$ cat src/rtl/operand_bypass_network_if.sv
// ---------------------------------------------------------------------------
// operand_bypass_network_if
//
// Bundles the EX-stage bypass signals between the pipeline control (master)
// and the operand bypass network (slave). Clock and reset stay plain ports
// on the modules.
//
// Signals (direction as seen by the bypass network):
//   i_stall      in   pipeline stall; consumer and producers frozen
//   i_flush      in   flush of the instruction entering EX
//   i_src_reg    in   NUM_SRC x 5    early source indices (next EX instr)
//   i_src_used   in   NUM_SRC        operand j is read by that instruction
//   i_rf_data    in   NUM_SRC x XLEN regfile data, registered at ID->EX
//   i_prod_we    in   NUM_STAGES     producer k writes rd
//   i_prod_rd    in   NUM_STAGES x 5 producer k destination register
//   i_fwd_data   in   NUM_STAGES x XLEN result of producer in stage k
//   i_fwd_ready  in   NUM_STAGES     i_fwd_data[k] is final
//   o_src_value  out  NUM_SRC x XLEN operand value to EX
//   o_fwd_hit    out  NUM_SRC        operand not taken from the regfile
//   o_stall_req  out  1              some operand waits on a not-ready producer
// ---------------------------------------------------------------------------
interface operand_bypass_network_if #(
    parameter int XLEN       = 32,
    parameter int NUM_SRC    = 2,
    parameter int NUM_STAGES = 2
);
    logic                                i_stall;
    logic                                i_flush;
    logic [NUM_SRC-1:0][4:0]             i_src_reg;
    logic [NUM_SRC-1:0]                  i_src_used;
    logic [NUM_SRC-1:0][XLEN-1:0]        i_rf_data;
    logic [NUM_STAGES-1:0]               i_prod_we;
    logic [NUM_STAGES-1:0][4:0]          i_prod_rd;
    logic [NUM_STAGES-1:0][XLEN-1:0]     i_fwd_data;
    logic [NUM_STAGES-1:0]               i_fwd_ready;
    logic [NUM_SRC-1:0][XLEN-1:0]        o_src_value;
    logic [NUM_SRC-1:0]                  o_fwd_hit;
    logic                                o_stall_req;

    modport slave (
        input  i_stall, i_flush, i_src_reg, i_src_used, i_rf_data,
               i_prod_we, i_prod_rd, i_fwd_data, i_fwd_ready,
        output o_src_value, o_fwd_hit, o_stall_req
    );

    modport master (
        output i_stall, i_flush, i_src_reg, i_src_used, i_rf_data,
               i_prod_we, i_prod_rd, i_fwd_data, i_fwd_ready,
        input  o_src_value, o_fwd_hit, o_stall_req
    );
endinterface

$ cat src/rtl/operand_bypass_network.sv
// ---------------------------------------------------------------------------
// operand_bypass_network
//
// EX-stage operand bypass for NUM_SRC operands and NUM_STAGES producer
// stages (stage 0 = youngest). The forwarding decision is taken one cycle
// early from the early source indices and registered per operand; EX then
// muxes the live producer data, the regfile data or a hold register.
//
// Per-operand states:
//   ST_RF   : value from regfile (or zero for x0)
//   ST_FWD  : forwarded from stage k, producer not yet seen not-ready
//   ST_WAIT : forwarded from stage k after the producer was seen not-ready
//   ST_HOLD : value frozen in the hold register during a stall
//
// Ports:
//   i_clk    clock
//   i_rst_n  asynchronous active-low reset (same state as a flush)
//   bus      operand_bypass_network_if.slave (see interface file)
//
// Configuration macro FWD_CAPTURE_EN: when defined, a ready ST_FWD operand
// is also captured into the hold register on the first stall cycle, making
// it immune to producer data changes. When undefined, ST_FWD stays live
// during a stall; captures out of ST_WAIT happen in both builds.
// ---------------------------------------------------------------------------
module operand_bypass_network #(
    parameter int XLEN       = 32,
    parameter int NUM_SRC    = 2,
    parameter int NUM_STAGES = 2
) (
    input  logic                     i_clk,
    input  logic                     i_rst_n,
    operand_bypass_network_if.slave  bus
);
    localparam int SW = (NUM_STAGES > 1) ? $clog2(NUM_STAGES) : 1;

    typedef enum logic [1:0] {
        ST_RF   = 2'd0,
        ST_FWD  = 2'd1,
        ST_WAIT = 2'd2,
        ST_HOLD = 2'd3
    } op_state_e;

    logic [NUM_SRC-1:0] stall_vec;

    assign bus.o_stall_req = |stall_vec;

    generate
        for (genvar gi = 0; gi < NUM_SRC; gi++) begin : g_op
            op_state_e         state_reg, state_next;
            logic [SW-1:0]     stage_reg, stage_next;
            logic              is_x0_reg, is_x0_next;
            logic [XLEN-1:0]   hold_reg, hold_next;
            logic              match;
            logic [SW-1:0]     match_stage;
            logic              sel_ready;
            logic [XLEN-1:0]   sel_data;
            logic [XLEN-1:0]   value;

            assign sel_ready = bus.i_fwd_ready[stage_reg];
            assign sel_data  = bus.i_fwd_data[stage_reg];

            // Priority search: walking from the oldest stage down lets the
            // youngest matching producer overwrite older ones.
            always_comb begin
                match       = 1'b0;
                match_stage = '0;
                for (int k = NUM_STAGES - 1; k >= 0; k--) begin
                    if (bus.i_prod_we[k] && (bus.i_prod_rd[k] != 5'd0) &&
                        (bus.i_prod_rd[k] == bus.i_src_reg[gi])) begin
                        match       = 1'b1;
                        match_stage = SW'(k);
                    end
                end
            end

            always_comb begin
                state_next = state_reg;
                stage_next = stage_reg;
                is_x0_next = is_x0_reg;
                hold_next  = hold_reg;
                if (bus.i_flush) begin
                    state_next = ST_RF;
                    stage_next = '0;
                    is_x0_next = 1'b1;
                    hold_next  = '0;
                end else if (!bus.i_stall) begin
                    // New decision for the instruction entering EX.
                    if (match && bus.i_src_used[gi]) begin
                        state_next = ST_FWD;
                        stage_next = match_stage;
                        is_x0_next = 1'b0;
                    end else begin
                        state_next = ST_RF;
                        stage_next = '0;
                        is_x0_next = (bus.i_src_reg[gi] == 5'd0);
                    end
                end else begin
                    case (state_reg)
                        ST_FWD: begin
                            if (!sel_ready) begin
                                state_next = ST_WAIT;
                            end
`ifdef FWD_CAPTURE_EN
                            else begin
                                state_next = ST_HOLD;
                                hold_next  = sel_data;
                            end
`endif
                        end
                        ST_WAIT: begin
                            if (sel_ready) begin
                                state_next = ST_HOLD;
                                hold_next  = sel_data;
                            end
                        end
                        default: ;
                    endcase
                end
            end

            always_ff @(posedge i_clk or negedge i_rst_n) begin
                if (!i_rst_n) begin
                    state_reg <= ST_RF;
                    stage_reg <= '0;
                    is_x0_reg <= 1'b1;
                    hold_reg  <= '0;
                end else begin
                    state_reg <= state_next;
                    stage_reg <= stage_next;
                    is_x0_reg <= is_x0_next;
                    hold_reg  <= hold_next;
                end
            end

            // A not-ready forward shows the hold register; its content is
            // meaningless there, but o_stall_req holds EX back meanwhile.
            always_comb begin
                value = hold_reg;
                case (state_reg)
                    ST_RF:          value = is_x0_reg ? '0 : bus.i_rf_data[gi];
                    ST_FWD, ST_WAIT: if (sel_ready) value = sel_data;
                    default:        value = hold_reg;
                endcase
            end

            assign bus.o_src_value[gi] = value;
            assign bus.o_fwd_hit[gi]   = (state_reg != ST_RF);
            assign stall_vec[gi]       = ((state_reg == ST_FWD) || (state_reg == ST_WAIT))
                                         && !sel_ready;
        end
    endgenerate
endmodule
$ cat src/flat_wrapper.sv
// flat-port wrapper written by rule: the top's interface ports become plain ports
module operand_bypass_network_flat 
#(
    parameter int XLEN       = 32,
    parameter int NUM_SRC    = 2,
    parameter int NUM_STAGES = 2
)
  (i_clk, i_rst_n, bus_i_stall, bus_i_flush, bus_i_src_reg, bus_i_src_used, bus_i_rf_data, bus_i_prod_we, bus_i_prod_rd, bus_i_fwd_data, bus_i_fwd_ready, bus_o_src_value, bus_o_fwd_hit, bus_o_stall_req);
  operand_bypass_network_if #(.XLEN(XLEN), .NUM_SRC(NUM_SRC), .NUM_STAGES(NUM_STAGES)) bus_i ();
  input  logic i_clk;
  input  logic i_rst_n;
  input wire logic [$bits(bus_i.i_stall)-1:0] bus_i_stall;
  input wire logic [$bits(bus_i.i_flush)-1:0] bus_i_flush;
  input wire logic [$bits(bus_i.i_src_reg)-1:0] bus_i_src_reg;
  input wire logic [$bits(bus_i.i_src_used)-1:0] bus_i_src_used;
  input wire logic [$bits(bus_i.i_rf_data)-1:0] bus_i_rf_data;
  input wire logic [$bits(bus_i.i_prod_we)-1:0] bus_i_prod_we;
  input wire logic [$bits(bus_i.i_prod_rd)-1:0] bus_i_prod_rd;
  input wire logic [$bits(bus_i.i_fwd_data)-1:0] bus_i_fwd_data;
  input wire logic [$bits(bus_i.i_fwd_ready)-1:0] bus_i_fwd_ready;
  output wire logic [$bits(bus_i.o_src_value)-1:0] bus_o_src_value;
  output wire logic [$bits(bus_i.o_fwd_hit)-1:0] bus_o_fwd_hit;
  output wire logic [$bits(bus_i.o_stall_req)-1:0] bus_o_stall_req;
  assign bus_i.i_stall = bus_i_stall;
  assign bus_i.i_flush = bus_i_flush;
  assign bus_i.i_src_reg = bus_i_src_reg;
  assign bus_i.i_src_used = bus_i_src_used;
  assign bus_i.i_rf_data = bus_i_rf_data;
  assign bus_i.i_prod_we = bus_i_prod_we;
  assign bus_i.i_prod_rd = bus_i_prod_rd;
  assign bus_i.i_fwd_data = bus_i_fwd_data;
  assign bus_i.i_fwd_ready = bus_i_fwd_ready;
  assign bus_o_src_value = bus_i.o_src_value;
  assign bus_o_fwd_hit = bus_i.o_fwd_hit;
  assign bus_o_stall_req = bus_i.o_stall_req;
  operand_bypass_network #(.XLEN(XLEN), .NUM_SRC(NUM_SRC), .NUM_STAGES(NUM_STAGES)) u_core (.i_clk(i_clk), .i_rst_n(i_rst_n), .bus(bus_i));
endmodule
$ cat config.mk
export PLATFORM = sky130hd
export DESIGN_NAME = operand_bypass_network_flat
export DESIGN_NICKNAME = d
export VERILOG_FILES = /design/src/rtl/operand_bypass_network_if.sv /design/src/rtl/operand_bypass_network.sv /design/src/flat_wrapper.sv
export SDC_FILE = /design/constraint.sdc
export NUM_CORES = 1
export LEC_CHECK = 0
export CAP_MARGIN = 20
export CORE_ASPECT_RATIO = 1.1
export CORE_MARGIN = 5
export CORE_UTILIZATION = 45
export DETAILED_ROUTE_END_ITERATION = 8
export PLACE_DENSITY_LB_ADDON = 0.2
export RECOVER_POWER = 100
export SYNTH_ARGS = -nofsm -noshare
export SYNTH_HDL_FRONTEND = slang
export SYNTH_SLANG_ARGS = --single-unit
$ cat constraint.sdc
create_clock -name i_clk -period 4.4 [get_ports i_clk]
set_clock_uncertainty 0.05 [all_clocks]
set_input_delay 1.32 -clock i_clk [delete_from_list [all_inputs] [get_ports i_clk]]
set_output_delay 1.32 -clock i_clk [all_outputs]
set_load 0.02 [all_outputs]
# Word level (Yosys, flattened, before mapping)

Cells that the tools add are included.

Word-level logic and storage cells: 107
Bits of input ports: 158
Output and inout bits: 67
Bits in registers: 72

$lt $le $gt $ge: 2
Reductions and logical operators: 32
Equal/unequal tests: 15
Muxes and demuxes: 50

Operator list:

| operator             | number |
|---|---|
| $mux W32             | 14 |
| $pmux W32 S2         | 2 |
| $mux W1              | 24 |
| $eq A5 B5 Y1         | 4 |
| $mux W2              | 8 |
| $logic_and A1 B1 Y1  | 10 |
| $logic_not A5 Y1     | 2 |
| $reduce_bool A2 Y1   | 5 |
| $reduce_bool A5 Y1   | 2 |
| $ne A4 B1 Y1 const B | 2 |
| $ne A4 B3 Y1 const B | 2 |
| $ne A4 B4 Y1 const B | 2 |
| $pmux W2 S2          | 2 |
| $reduce_and A3 Y1    | 2 |
| $reduce_or A2 Y1     | 3 |
| $eq A2 B1 Y1 const B | 2 |
| $eq A2 B2 Y1 const B | 2 |
| $logic_not A2 Y1     | 2 |
| $lt A1 B2 Y1 const B | 2 |
| $reduce_and A2 Y1    | 2 |
| $logic_not A1 Y1     | 2 |
| $logic_or A1 B1 Y1   | 2 |
| $ne A2 B1 Y1 const B | 1 |

# Longest topological paths before layout

Gate-level depths: netlist of the first run.

Depth in word-level cells: 9
Gate-level depth with buffers: 8
Gate-level depth less buffers: 7

# Worst setup path after synthesis of the first run

OpenSTA, ideal clock, no wires.

Kind: input port to output port
From: in bus_i_fwd_ready[0]
To: out bus_o_src_value[34]
Data required time: 3030 ps
Path buffers: 1
Setup slack: 626 ps
Data arrival time: 2404 ps
Stages on the path: 6
Path through: mux2i_4 -> buf_2 -> nand2_1 -> o21ai_0 -> a22oi_1 -> o21ai_0

Longest elaborated chain between the ends: 4

Ends and longest elaborated chain:

| what                                       | RTL line                      | source |
|---|---|---|
| from (decl)                                | flat_wrapper.sv:20            | `input wire logic [$bits(bus_i.i_fwd_ready)-1:0] bus_i_fwd_ready;` |
| $mux W1 (implied by the code) (2 in a row) | operand_bypass_network.sv:59  | `assign sel_ready = bus.i_fwd_ready[stage_reg];` |
| $mux W32                                   | operand_bypass_network.sv:141 | `ST_FWD, ST_WAIT: if (sel_ready) value = sel_data;` |
| $pmux W32 S2                               | operand_bypass_network.sv:139 | `case (state_reg)` |
| to (decl)                                  | flat_wrapper.sv:21            | `output wire logic [$bits(bus_i.o_src_value)-1:0] bus_o_src_value;` |

No other way between the ends. The select of a mux whose other input is x is not followed.

# Worst setup path after layout of the first run

From: in bus_i_fwd_ready[0]
To: out bus_o_stall_req

Longest elaborated chain between the ends: 5
Elaborated cells between the ends (all ways): 9
Those cells by class: mux: 4; reduce/logical: 5

Ends and longest elaborated chain:

| what                                       | RTL line                      | source |
|---|---|---|
| $mux W1 (implied by the code) (2 in a row) | operand_bypass_network.sv:59  |  |
| $logic_not A1 Y1                           | n/a                           |  |
| $logic_and A1 B1 Y1                        | operand_bypass_network.sv:149 | `&& !sel_ready;` |
| $reduce_or A2 Y1 (*)                       | operand_bypass_network.sv:45  | `assign bus.o_stall_req = \|stall_vec;` |
| to (decl)                                  | flat_wrapper.sv:23            | `output wire logic [$bits(bus_i.o_stall_req)-1:0] bus_o_stall_req;` |

Mark *: on every way between the ends. The rest lies on a longest branch, timed or not. The select of a mux whose other input is x is not followed.

==> summary.txt, run 1 <==
Routing
  • Antenna Nets Post-Route: 0
  • Number of vias per cell: 6.10
  • Routed WL: roughly 22000 um
  • 1st-pass router iterations: 6
  • Via Count: between 6000 and 7000
  • DRC Markers: 0
  • Routed len/inst: 20.2 um
  • Detailed Route Iter0 Violations: 771

Critical path
  • Worst R2R Start: u_core.g_op[1].state_reg[0]$_DFFE_PN0P_
  • Setup crit end kind: output pin
  • Slowest stage delay, CP: between 600 and 700 ps
  • Slowest cell on crit path: clkdlybuf4s50_1
  • Setup slack, reg-to-reg: roughly 2200 ps
  • Cell family with most CP delay: buffers and inverters
  • WP data required: 3030 ps
  • Crit-path cells: dlygate4sd2_1 -> mux2i_4 -> bufbuf_16 -> a22o_1 -> clkdlybuf4s50_1
  • CP Data Arrival Time: between 2000 and 3000 ps
  • Reg-to-reg endpoint: u_core.g_op[1].hold_reg[1]$_DFFE_PN0P_
  • Crit Path Max Fanout: 11
  • Buffers and inverters on the worst path: 3
  • R2R depth: 4
  • Crit Path Class: in2out
  • Worst Setup Start Kind: primary input

Logic synthesis
  • Largest area contributor in the netlist: dfrtp_1
  • Mapped Area: approximately 0.0057 sq mm
  • Synth warnings: 0
  • Main synth FF type: dfrtp_1
  • Synth area leaders: dfrtp_1, a32o_1, mux2i_1
  • Yosys top cell area share: a little under a third
  • Async set or reset register ratio after synthesis: 100%
  • Register area share after synthesis: a little under a third
  • Syn Area/Cell: 8.33 sq um
  • Post-synth EDFFs: 0
  • Synth Instances: 681
  • Synth unique cells: 35
  • Flops & latches, synth: approximately 70
  • Syn_nets: approximately 850

CTS
  • Total CTS buffers: 9
  • CTS tree: done
  • H-tree depth: 3
  • Root Driver: clkbuf_16
  • Cts-stage hold buffer count: 0
  • Worst skew pair latency: approximately 340 ps
  • Clock sink count: 72
  • Clock transition at path regs: approximately 60 ps
  • Clk buf depth: 2

STA
  • Final worst path period share: between 90% and 100%
  • Max_slew headroom: -27.0%
  • Slew Viols, Final: between 90 and 100
  • Setup ws final: 42.2 ps
  • Fin. Hold Viols: 0
  • Worst-Margin Slew: about 1900 ps
  • Setup tns final: 0 ps
  • Worst hold slack: around 470 ps
  • Post-route minimum period: around 4400 ps
  • Highest clock rate: 229 MHz
  • RSZ-0062 raised after global routing: no
  • Final-report setup violation count: 0

Placed design
  • PortBufs: ~220
  • Place WS: -478 ps
  • Post-place instance area: around 0.0084 sq mm
  • RePlAce Congestion: about 0.92
  • DP HPWL: around 16000 um

Layout
  • Filler Cells Inserted: around 1000
  • Area of the multi-input gates: about 0.0035 sq mm
  • Share of layout cells above drive strength 1: 13.0%
  • Layout area overhead: 50.3%
  • Max reg flops: 64
  • Final #Nets: approximately 1100
  • Final instance area: 0.00853 sq mm
  • Register area: approximately 0.0018 sq mm

Global routing
  • Vias in the first global route: roughly 6600
  • Initial antenna violation count: 0
  • Gr usage total: between 20% and 30%
  • First-pass GRT wire length: 33800 um
  • Pin count of the biggest net entering global routing: 73
  • GR Overflow Total: 0

Pwr
  • Worst vdd ir: approximately 0.00014 V
  • PD cells: between 200 and 250 mW/mm^2
  • Static Leak: between 3 and 4 nW

Worst hold path
  • Hold path cells: 1
  • Worst Hold Launch: u_core.g_op[0].hold_reg[26]$_DFFE_PN0P_
  • Worst Hold Path EP: u_core.g_op[0].hold_reg[26]$_DFFE_PN0P_
  • Hold Path Class: reg2reg

Floorplan
  • Starting density of the core: roughly 45%
  • Row cnt: 43
  • Die Area: ~0.015 sq mm
  • Die Y: between 100 and 150 um
  • Die width: 117 um
  • Core area: about 0.012 sq mm
  • I/O pin count: 225

Status
  • Failing checks: max-capacitance violations, max-slew violations
  • Outcome: finished, violations left

Flow run
  • # Max-Cap Violations: 2
where the power goes:
part	internal, mW	total, mW	switching (mW)	leakage, nW
Sequential	0.666	0.668	0.00263	0.996
Combinational	0.258	0.508	0.250	2.12
Clock	0.425	0.706	0.280	0.145
Total	1.35	1.88	0.533	3.27
final cells by class:
cell class	count	share of cell area, %
multi-input combinational	528	41.5
timing repair buffer	287	31.3
sequential	72	21.2
clock buffer	13	3.17
tap	157	2.30
inverter	8	0.352
clock inverter	3	0.176
antenna	1	0.0293
cell usage after synthesis (2+ instances only):
library cell and instances:
clkbuf_4 2, clkbuf_1 45, o21ai_0 62, a21oi_1 5
buf_2 12, nor3_1 2, buf_6 4, nor4_1 4
dfrtp_1 70, a22oi_1 66, buf_1 4, o21a_1 2
mux2i_4 2, clkbuf_2 2, xor2_1 8, nand4_1 4
nor2_1 7, inv_1 8, ha_1 8, o22ai_1 2
o21ai_1 72, xnor2_1 12, mux2i_1 64, a32o_1 64
or4_1 3, nand2_1 131, nand3b_1 2, nand2b_1 3
dfstp_2 2, buf_4 4
cell families (layout without fill, tap and decap cells):
group           count (synthesis)  after routing  synth area share, %
compound gates                276            276                 33.2
xor+xnor                       20             20                 3.09
fa+ha+maj                       8              8                 1.76
buf+inv                        81            311                 6.59
flops                          72             72                 31.8
mux                            66             66                 12.1
other cells                     0              1                    0
simple gates                  158            158                 11.4
worst register-to-register path: stages (launching register included):
cell	delay (ps)
dfrtp_1	400
inv_1	100
ha_2	440
a21oi_4	870
a32o_1	240
layout by cell type (no fill, tap or decap), types with 3 or more instances in the layout:
cell,instances
clkdlybuf4s50_1,152
nand2_1,131
o21ai_0,75
dfrtp_1,68
a22oi_1,66
mux2i_1,64
a32o_1,64
o21ai_1,59
buf_4,51
dlygate4sd2_1,28
clkbuf_2,26
xnor2_1,12
clkbuf_1,10
buf_12,10
clkbuf_16,9
inv_1,8
xor2_1,8
nor2_1,5
ha_1,5
dlygate4sd3_1,5
nand4_1,4
nor4_1,4
clkdlybuf4s15_1,4
or4_1,3
nand2b_1,3
a21oi_1,3
ha_2,3
clkinv_2,3
clkbuf_8,3
how the worst max path moves through the flow:
stage / startpoint / end / slack (ps) / cells past startpoint
after floorplan: bus_i_fwd_ready[0] / bus_o_src_value[34] / 630 / 6
after global placement: bus_i_fwd_ready[0] / bus_o_src_value[60] / -440 / 9
after detailed placement: bus_i_fwd_ready[0] / bus_o_src_value[61] / -480 / 9
after CTS: bus_i_fwd_ready[0] / bus_o_src_value[36] / 1 / 9
after global routing: bus_i_fwd_ready[0] / bus_o_src_value[8] / 2 / 8
final: bus_i_fwd_ready[0] / bus_o_stall_req / 40 / 5
routing by layer:
| metal | up-vias | wire length, um | global-route usage, % |
|---|---|---|---|
| li1 | 3019 | - | - |
| met1 | 3092 | 8440 | 36.4 |
| met2 | 362 | 10600 | 47.2 |
| met3 | 48 | 2020 | 5.43 |
| met4 | 0 | 545 | 10.6 |
| met5 | - | 0 | 0 |
metrics by stage:
step / utilization (%) / std cells / total power [mW]
floorplan: - / 681 / 0.878
global placement: 67.2 / 1049 / 1.19
detailed placement: 67.2 / 1049 / 1.21
CTS: 69.6 / 1068 / 1.89
global route: 68.3 / 1068 / 1.95
finish: 68.3 / 1069 / 1.88
repair_timing:
item	in CTS	in global routing
resized for setup	83	80
hold endpoints to repair	0	0
buffers inserted	1	0
pin swaps	0	0
gates cloned	2	0
setup endpoints to repair	65	38
Note: power is estimated with default switching activity, not from simulation.
==> run 2, diff against run 1 <==
- CTS_BUF_LIST: unset -> sky130_fd_sc_hd__clkbuf_4
==> run 2 against run 1 <==
Net effect: the run still ends with max-capacitance violations, max-slew violations left; critical path depth up 3; core utilization down 0.97 points; via count up 0.14%; worst setup slack worse by 10 ps; fmax down 0.23%; first-iteration DRC count down 4.5%; sequential cell count unchanged; die area unchanged; sequential share of layout area up 0.31 points; largest power group is now sequential cells.
==> summary.txt, run 2 (synthesis results as in run 1) <==
Status
  • Outcome: finished, violations left
  • Failing checks: max-capacitance violations, max-slew violations

Floorplan
  • Core area: between 0.01 and 0.015 sq mm
  • I/O pin count: approximately 230
  • Row cnt: 43
  • Die Y: 128 um
  • Die width: around 120 um
  • Starting density of the core: between 40% and 50%
  • Die Area: approximately 0.015 sq mm

Layout
  • Final #Nets: about 1100
  • Share of layout cells above drive strength 1: around 12%
  • Most frequent cells in the layout: clkdlybuf4s50_1, nand2_1, o21ai_0, dfrtp_1
  • Max reg flops: 64
  • Layout area overhead: 48.2%
  • Commonest non-fill, non-tap cell in the layout: clkdlybuf4s50_1

Critical path
  • Slowest cell on crit path: dlygate4sd2_1
  • Worst Setup Start Kind: primary input
  • Setup crit end kind: output pin
  • R2R depth: 4
  • Crit Path Max Fanout: 27
  • WP data required: around 3000 ps
  • Setup slack, reg-to-reg: 2180 ps
  • Worst R2R Start: u_core.g_op[1].state_reg[0]$_DFFE_PN0P_
  • Crit-path cells: dlygate4sd2_1 -> mux2i_4 -> buf_12 -> buf_12 -> o21ai_0 -> a22oi_1 -> o21ai_0 -> dlygate4sd2_1
  • CP Data Arrival Time: 3000 ps
  • Crit Path Class: in2out
  • Slowest stage delay, CP: 370 ps
  • Reg-to-reg endpoint: u_core.g_op[1].hold_reg[1]$_DFFE_PN0P_

STA
  • Worst hold slack: about 480 ps
  • Highest clock rate: about 230 MHz
  • Final worst path period share: between 90 and 100%
  • Setup tns final: 0 ps
  • Worst-Margin Slew: roughly 1900 ps
  • Final-report setup violation count: 0
  • Post-route minimum period: 4370 ps
  • Slew Viols, Final: between 90 and 100
  • RSZ-0062 raised after global routing: no
  • Setup ws final: between 30 and 40 ps
  • Fin. Hold Viols: 0
  • Max_slew headroom: -27.5%

Routing
  • Routed len/inst: slightly above 20 um
  • Detailed Route Iter0 Violations: about 740
  • 1st-pass router iterations: 6
  • Via Count: around 6500
  • Number of vias per cell: about 6.1
  • Antenna Nets Post-Route: 0
  • Routed WL: between 20000 and 25000 um
  • DRC Markers: 0

CTS
  • Clock sink count: 72
  • H-tree depth: 3
  • Total CTS buffers: 9
  • Root Driver: clkbuf_4
  • Worst skew pair latency: ~430 ps
  • Clock transition at path regs: about 110 ps
  • CTS tree: done
  • Clk buf depth: 2

Pwr
  • PD cells: around 180 mW/mm^2
  • Static Leak: between 3 and 4 nW
  • Worst vdd ir: about 0.00011 V
  • Pwr Total: 1.53 mW

Placed design
  • Place WS: -478 ps
  • PortBufs: about 220
  • DP HPWL: 15600 um
  • RePlAce Congestion: just over 0.9

Worst hold path
  • Hold path cells: 1
  • Hold Path Class: reg2reg
  • Worst Hold Launch: u_core.g_op[0].hold_reg[26]$_DFFE_PN0P_
  • Worst Hold Path EP: u_core.g_op[0].hold_reg[26]$_DFFE_PN0P_

Global routing
  • Pin count of the biggest net entering global routing: 73
  • Gr usage total: between 20 and 30%
  • GR Overflow Total: 0
  • Vias in the first global route: between 6000 and 7000
  • First-pass GRT wire length: about 34000 um
  • Initial antenna violation count: 0

Flow run
  • # Max-Cap Violations: 2
## run 2: cell types whose count changed in the layout (fill, tap and decap cells not counted), moves of 2 or more
| cell | change |
|---|---|
| clkbuf_16 | -9 |
| clkbuf_2 | -16 |
| clkbuf_4 | +10 |
| clkbuf_8 | -3 |
| clkdlybuf4s15_2 | +5 |
| clkinv_1 | +3 |
| dlygate4sd1_1 | +2 |
| dlygate4sd2_1 | +7 |
| o21ai_0 | -7 |
| o21ai_1 | +7 |
## run 2: how the worst max path moves through the flow
stage / start / end / cells after the start
6_report: bus_i_fwd_ready[1] / bus_o_src_value[37] / 8
2_1_floorplan: bus_i_fwd_ready[0] / bus_o_src_value[34] / 6
3_3_place_gp: bus_i_fwd_ready[0] / bus_o_src_value[60] / 9
4_1_cts: bus_i_fwd_ready[1] / bus_o_src_value[54] / 8
5_1_grt: bus_i_fwd_ready[1] / bus_o_src_value[32] / 8
3_5_place_dp: bus_i_fwd_ready[0] / bus_o_src_value[61] / 9
## run 2: stage by stage
stage	util, %	cell area, sq um	std cells
2_1_floorplan	-	5670	681
3_3_place_gp	67.2	8380	1049
4_1_cts	68.1	8500	1068
6_report	67.4	8410	1069
3_5_place_dp	67.2	8380	1049
5_1_grt	67.4	8410	1068
## run 2: area by class of cell
| class | instances | area, sq um |
|---|---|---|
| inverter | 8 | 30.0 |
| fill | 1040 | 4070 |
| tap | 157 | 196 |
| clock buffer | 10 | 75.1 |
| clock inverter | 6 | 26.3 |
| multi-input combinational | 528 | 3540 |
| sequential | 72 | 1810 |
| antenna | 1 | 2.50 |
| timing repair buffer | 287 | 2730 |
## run 2: power breakdown
part | internal, mW | leakage (nW) | switching (mW)
logic | 0.261 | 2.14 | 0.250
registers | 0.665 | 0.996 | 0.00261
clock network | 0.114 | 0.0624 | 0.240
## run 2: worst max-delay path, delay by kind of cell
kind / cells / cell delay (ps)
buf+inv: 4 / 970
compound gates: 3 / 580
mux: 1 / 100
## run 2: layer usage
layer	wire [um]	global-route usage [%]
met2	10500	47.2
met4	555	9.85
met3	2010	5.05
met1	8490	36.4
met5	0	0
## run 2: what timing repair did
item / CTS / global route
setup buffers: 1 / 0
endpoints found under the setup margin: 65 / 27
gates cloned: 2 / 0
resized for setup: 87 / 61
hold buffers: 0 / 0
==> run 3, diff against run 2 <==
- CORE_ASPECT_RATIO: 1.1 -> unset
- GPL_ROUTABILITY_DRIVEN: unset -> 0
- RECOVER_POWER: 100 -> 25
==> run 3 against run 2 <==
Net effect: the run still ends with max-capacitance violations, max-slew violations left; sequential power is essentially flat; cell area grew 1.3%; clock-buffer cell count shrank 1; critical path type unchanged; critical endpoint is now bus_o_src_value[13]; core utilization is 0.94 points higher.
==> summary.txt, run 3 (synthesis results as in run 1) <==
CTS
  • Clock transition at path regs: between 100 and 150 ps
  • Total CTS buffers: 9
  • Root Driver: clkbuf_4
  • Postcts setup bufs: 0
  • Clock sink count: 72
  • H-tree depth: 3
  • CTS tree: done
  • Cts-stage hold buffer count: 0
  • Worst skew pair latency: between 400 and 500 ps
  • Clk buf depth: 2

Routing
  • DRC Markers: 0
  • Via Count: between 6000 and 7000
  • Detailed Route Iter0 Violations: 666
  • Routed WL: around 22000 um
  • Number of vias per cell: between 5 and 6
  • Routed len/inst: ~20 um
  • 1st-pass router iterations: 5
  • Antenna Nets Post-Route: 0

Status
  • Failing checks: max-capacitance violations, max-slew violations
  • Outcome: finished, violations left

Floorplan
  • Row cnt: 41
  • Die Area: roughly 0.015 sq mm
  • Die width: 122 um
  • I/O pin count: around 230
  • Die Y: ~120 um
  • Starting density of the core: roughly 46%
  • Core area: approximately 0.012 sq mm

Global routing
  • Vias in the first global route: just under 7000
  • Pin count of the biggest net entering global routing: 73
  • Initial antenna violation count: 0
  • GR Overflow Total: 0
  • Gr usage total: approximately 29%
  • First-pass GRT wire length: ~34000 um

Placed design
  • Place WS: -447 ps
  • DP HPWL: 15600 um
  • PortBufs: ~220

Critical path
  • Buffers and inverters on the worst path: 3
  • CP Data Arrival Time: about 3000 ps
  • Worst Setup Start Kind: primary input
  • R2R depth: 4
  • Slowest cell on crit path: bufbuf_16
  • Setup slack, reg-to-reg: around 2100 ps
  • WP data required: between 3000 and 4000 ps
  • Crit Path Class: in2out
  • Worst R2R Start: u_core.g_op[0].state_reg[0]$_DFFE_PN0P_
  • Cell family with most CP delay: buffers and inverters
  • Reg-to-reg endpoint: u_core.g_op[0].hold_reg[3]$_DFFE_PN0P_
  • Crit Path Max Fanout: 11
  • Setup crit end kind: output pin
  • Crit-path cells: dlygate4sd2_1 -> mux2i_4 -> bufbuf_16 -> o21ai_1 -> a22oi_1 -> o21ai_0 -> dlygate4sd2_1
  • Slowest stage delay, CP: roughly 350 ps
  • CP most frequent cell: dlygate4sd2_1

Layout
  • Inserted Diodes: 0
  • Layout area overhead: 50.1%
  • Max reg flops: 64
  • Share of layout cells above drive strength 1: about an eighth
  • Most frequent cells in the layout: clkdlybuf4s50_1, nand2_1, o21ai_1
  • Final #Nets: 1079
  • Commonest non-fill, non-tap cell in the layout: clkdlybuf4s50_1

Pwr
  • Static Leak: roughly 3.3 nW
  • Pwr Total: ~1.7 mW
  • Worst vdd ir: approximately 0.00012 V
  • PD cells: 195 mW/mm^2

STA
  • Setup ws final: around 60 ps
  • Final worst path period share: roughly 99%
  • Highest clock rate: between 200 and 250 MHz
  • Final-report setup violation count: 0
  • Fin. Hold Viols: 0
  • Post-route minimum period: around 4300 ps
  • Slew Viols, Final: 73
  • Worst-Margin Slew: 1900 ps
  • Max_slew headroom: -26.4%
  • RSZ-0062 raised after global routing: no

Worst hold path
  • Hold path cells: 1
  • Worst Hold Launch: u_core.g_op[0].hold_reg[1]$_DFFE_PN0P_
  • Worst Hold Path EP: u_core.g_op[0].hold_reg[1]$_DFFE_PN0P_
  • Hold Path Class: reg2reg

Flow run
  • # Max-Cap Violations: 1
run 3: cell count changes in the layout (fill, tap and decap cells not counted), sizes merged:
cell / delta
buf: +9
clkinv: -3
clkbuf: +1
dlygate4sd1: -1
dlygate4sd3: -5
dlygate4sd2: +1
clkinvlp: +2
bufbuf: -1
clkdlybuf4s15: -3
diode: -1
dlymetal6s2s: +1
bufinv: +2
clkdlybuf4s50: +4
run 3: worst max path at each step:
| stage | from | to | slack (ps) | cells after the start |
|---|---|---|---|---|
| 6_report | bus_i_fwd_ready[0] | bus_o_src_value[13] | 60 | 7 |
| 5_1_grt | bus_i_fwd_ready[1] | bus_o_src_value[47] | 0.2 | 9 |
| 4_1_cts | bus_i_fwd_ready[1] | bus_o_src_value[13] | 30 | 7 |
| 2_1_floorplan | bus_i_fwd_ready[0] | bus_o_src_value[34] | 630 | 6 |
| 3_3_place_gp | bus_i_fwd_ready[0] | bus_o_src_value[31] | -430 | 8 |
| 3_5_place_dp | bus_i_fwd_ready[1] | bus_o_src_value[34] | -450 | 8 |
run 3: layout make-up:
type,count,area (sq um)
clock buffers,9,67.6
clock inverters,7,86.3
fillers,1058,3950
inverters,8,30.0
multi-input cells,528,3540
flip-flops and latches,72,1810
well taps,172,215
repair buffers,294,2770
run 3: report_power, final:
group / internal [mW] / switching [mW] / total (mW)
sequential: 0.665 / 0.00212 / 0.667
clock: 0.224 / 0.254 / 0.478
combinational: 0.264 / 0.252 / 0.516
total: 1.15 / 0.508 / 1.66
run 3: metrics by stage:
| stage | util, % | cell area, sq um | instances | hold slack, ps | TNS (ps) |
|---|---|---|---|---|---|
| 2_1_floorplan | - | 5670 | 681 | 437 | 0 |
| 3_3_place_gp | 68.1 | 8490 | 1073 | 446 | -21450 |
| 3_5_place_dp | 68.1 | 8490 | 1073 | 454 | -23170 |
| 4_1_cts | 68.9 | 8590 | 1090 | 484 | 0 |
| 5_1_grt | 68.3 | 8520 | 1090 | 500 | 0 |
| 6_report | 68.3 | 8520 | 1090 | 483 | 0 |
run 3: what timing repair did:
item                       in CTS  in global routing
resized for setup              72                 63
cloned                          1                  0
setup endpoints to repair      65                 31
pin swaps                       1                  0
run 3: per-layer routing:
layer  global-route usage [%]  up-vias  wire [um]
met4                     10.1        0        432
met1                     35.9     3141       8930
met3                     6.82       38       1830
li1                         -     3031          -
met5                        0        -          0
met2                     48.3      324      10500
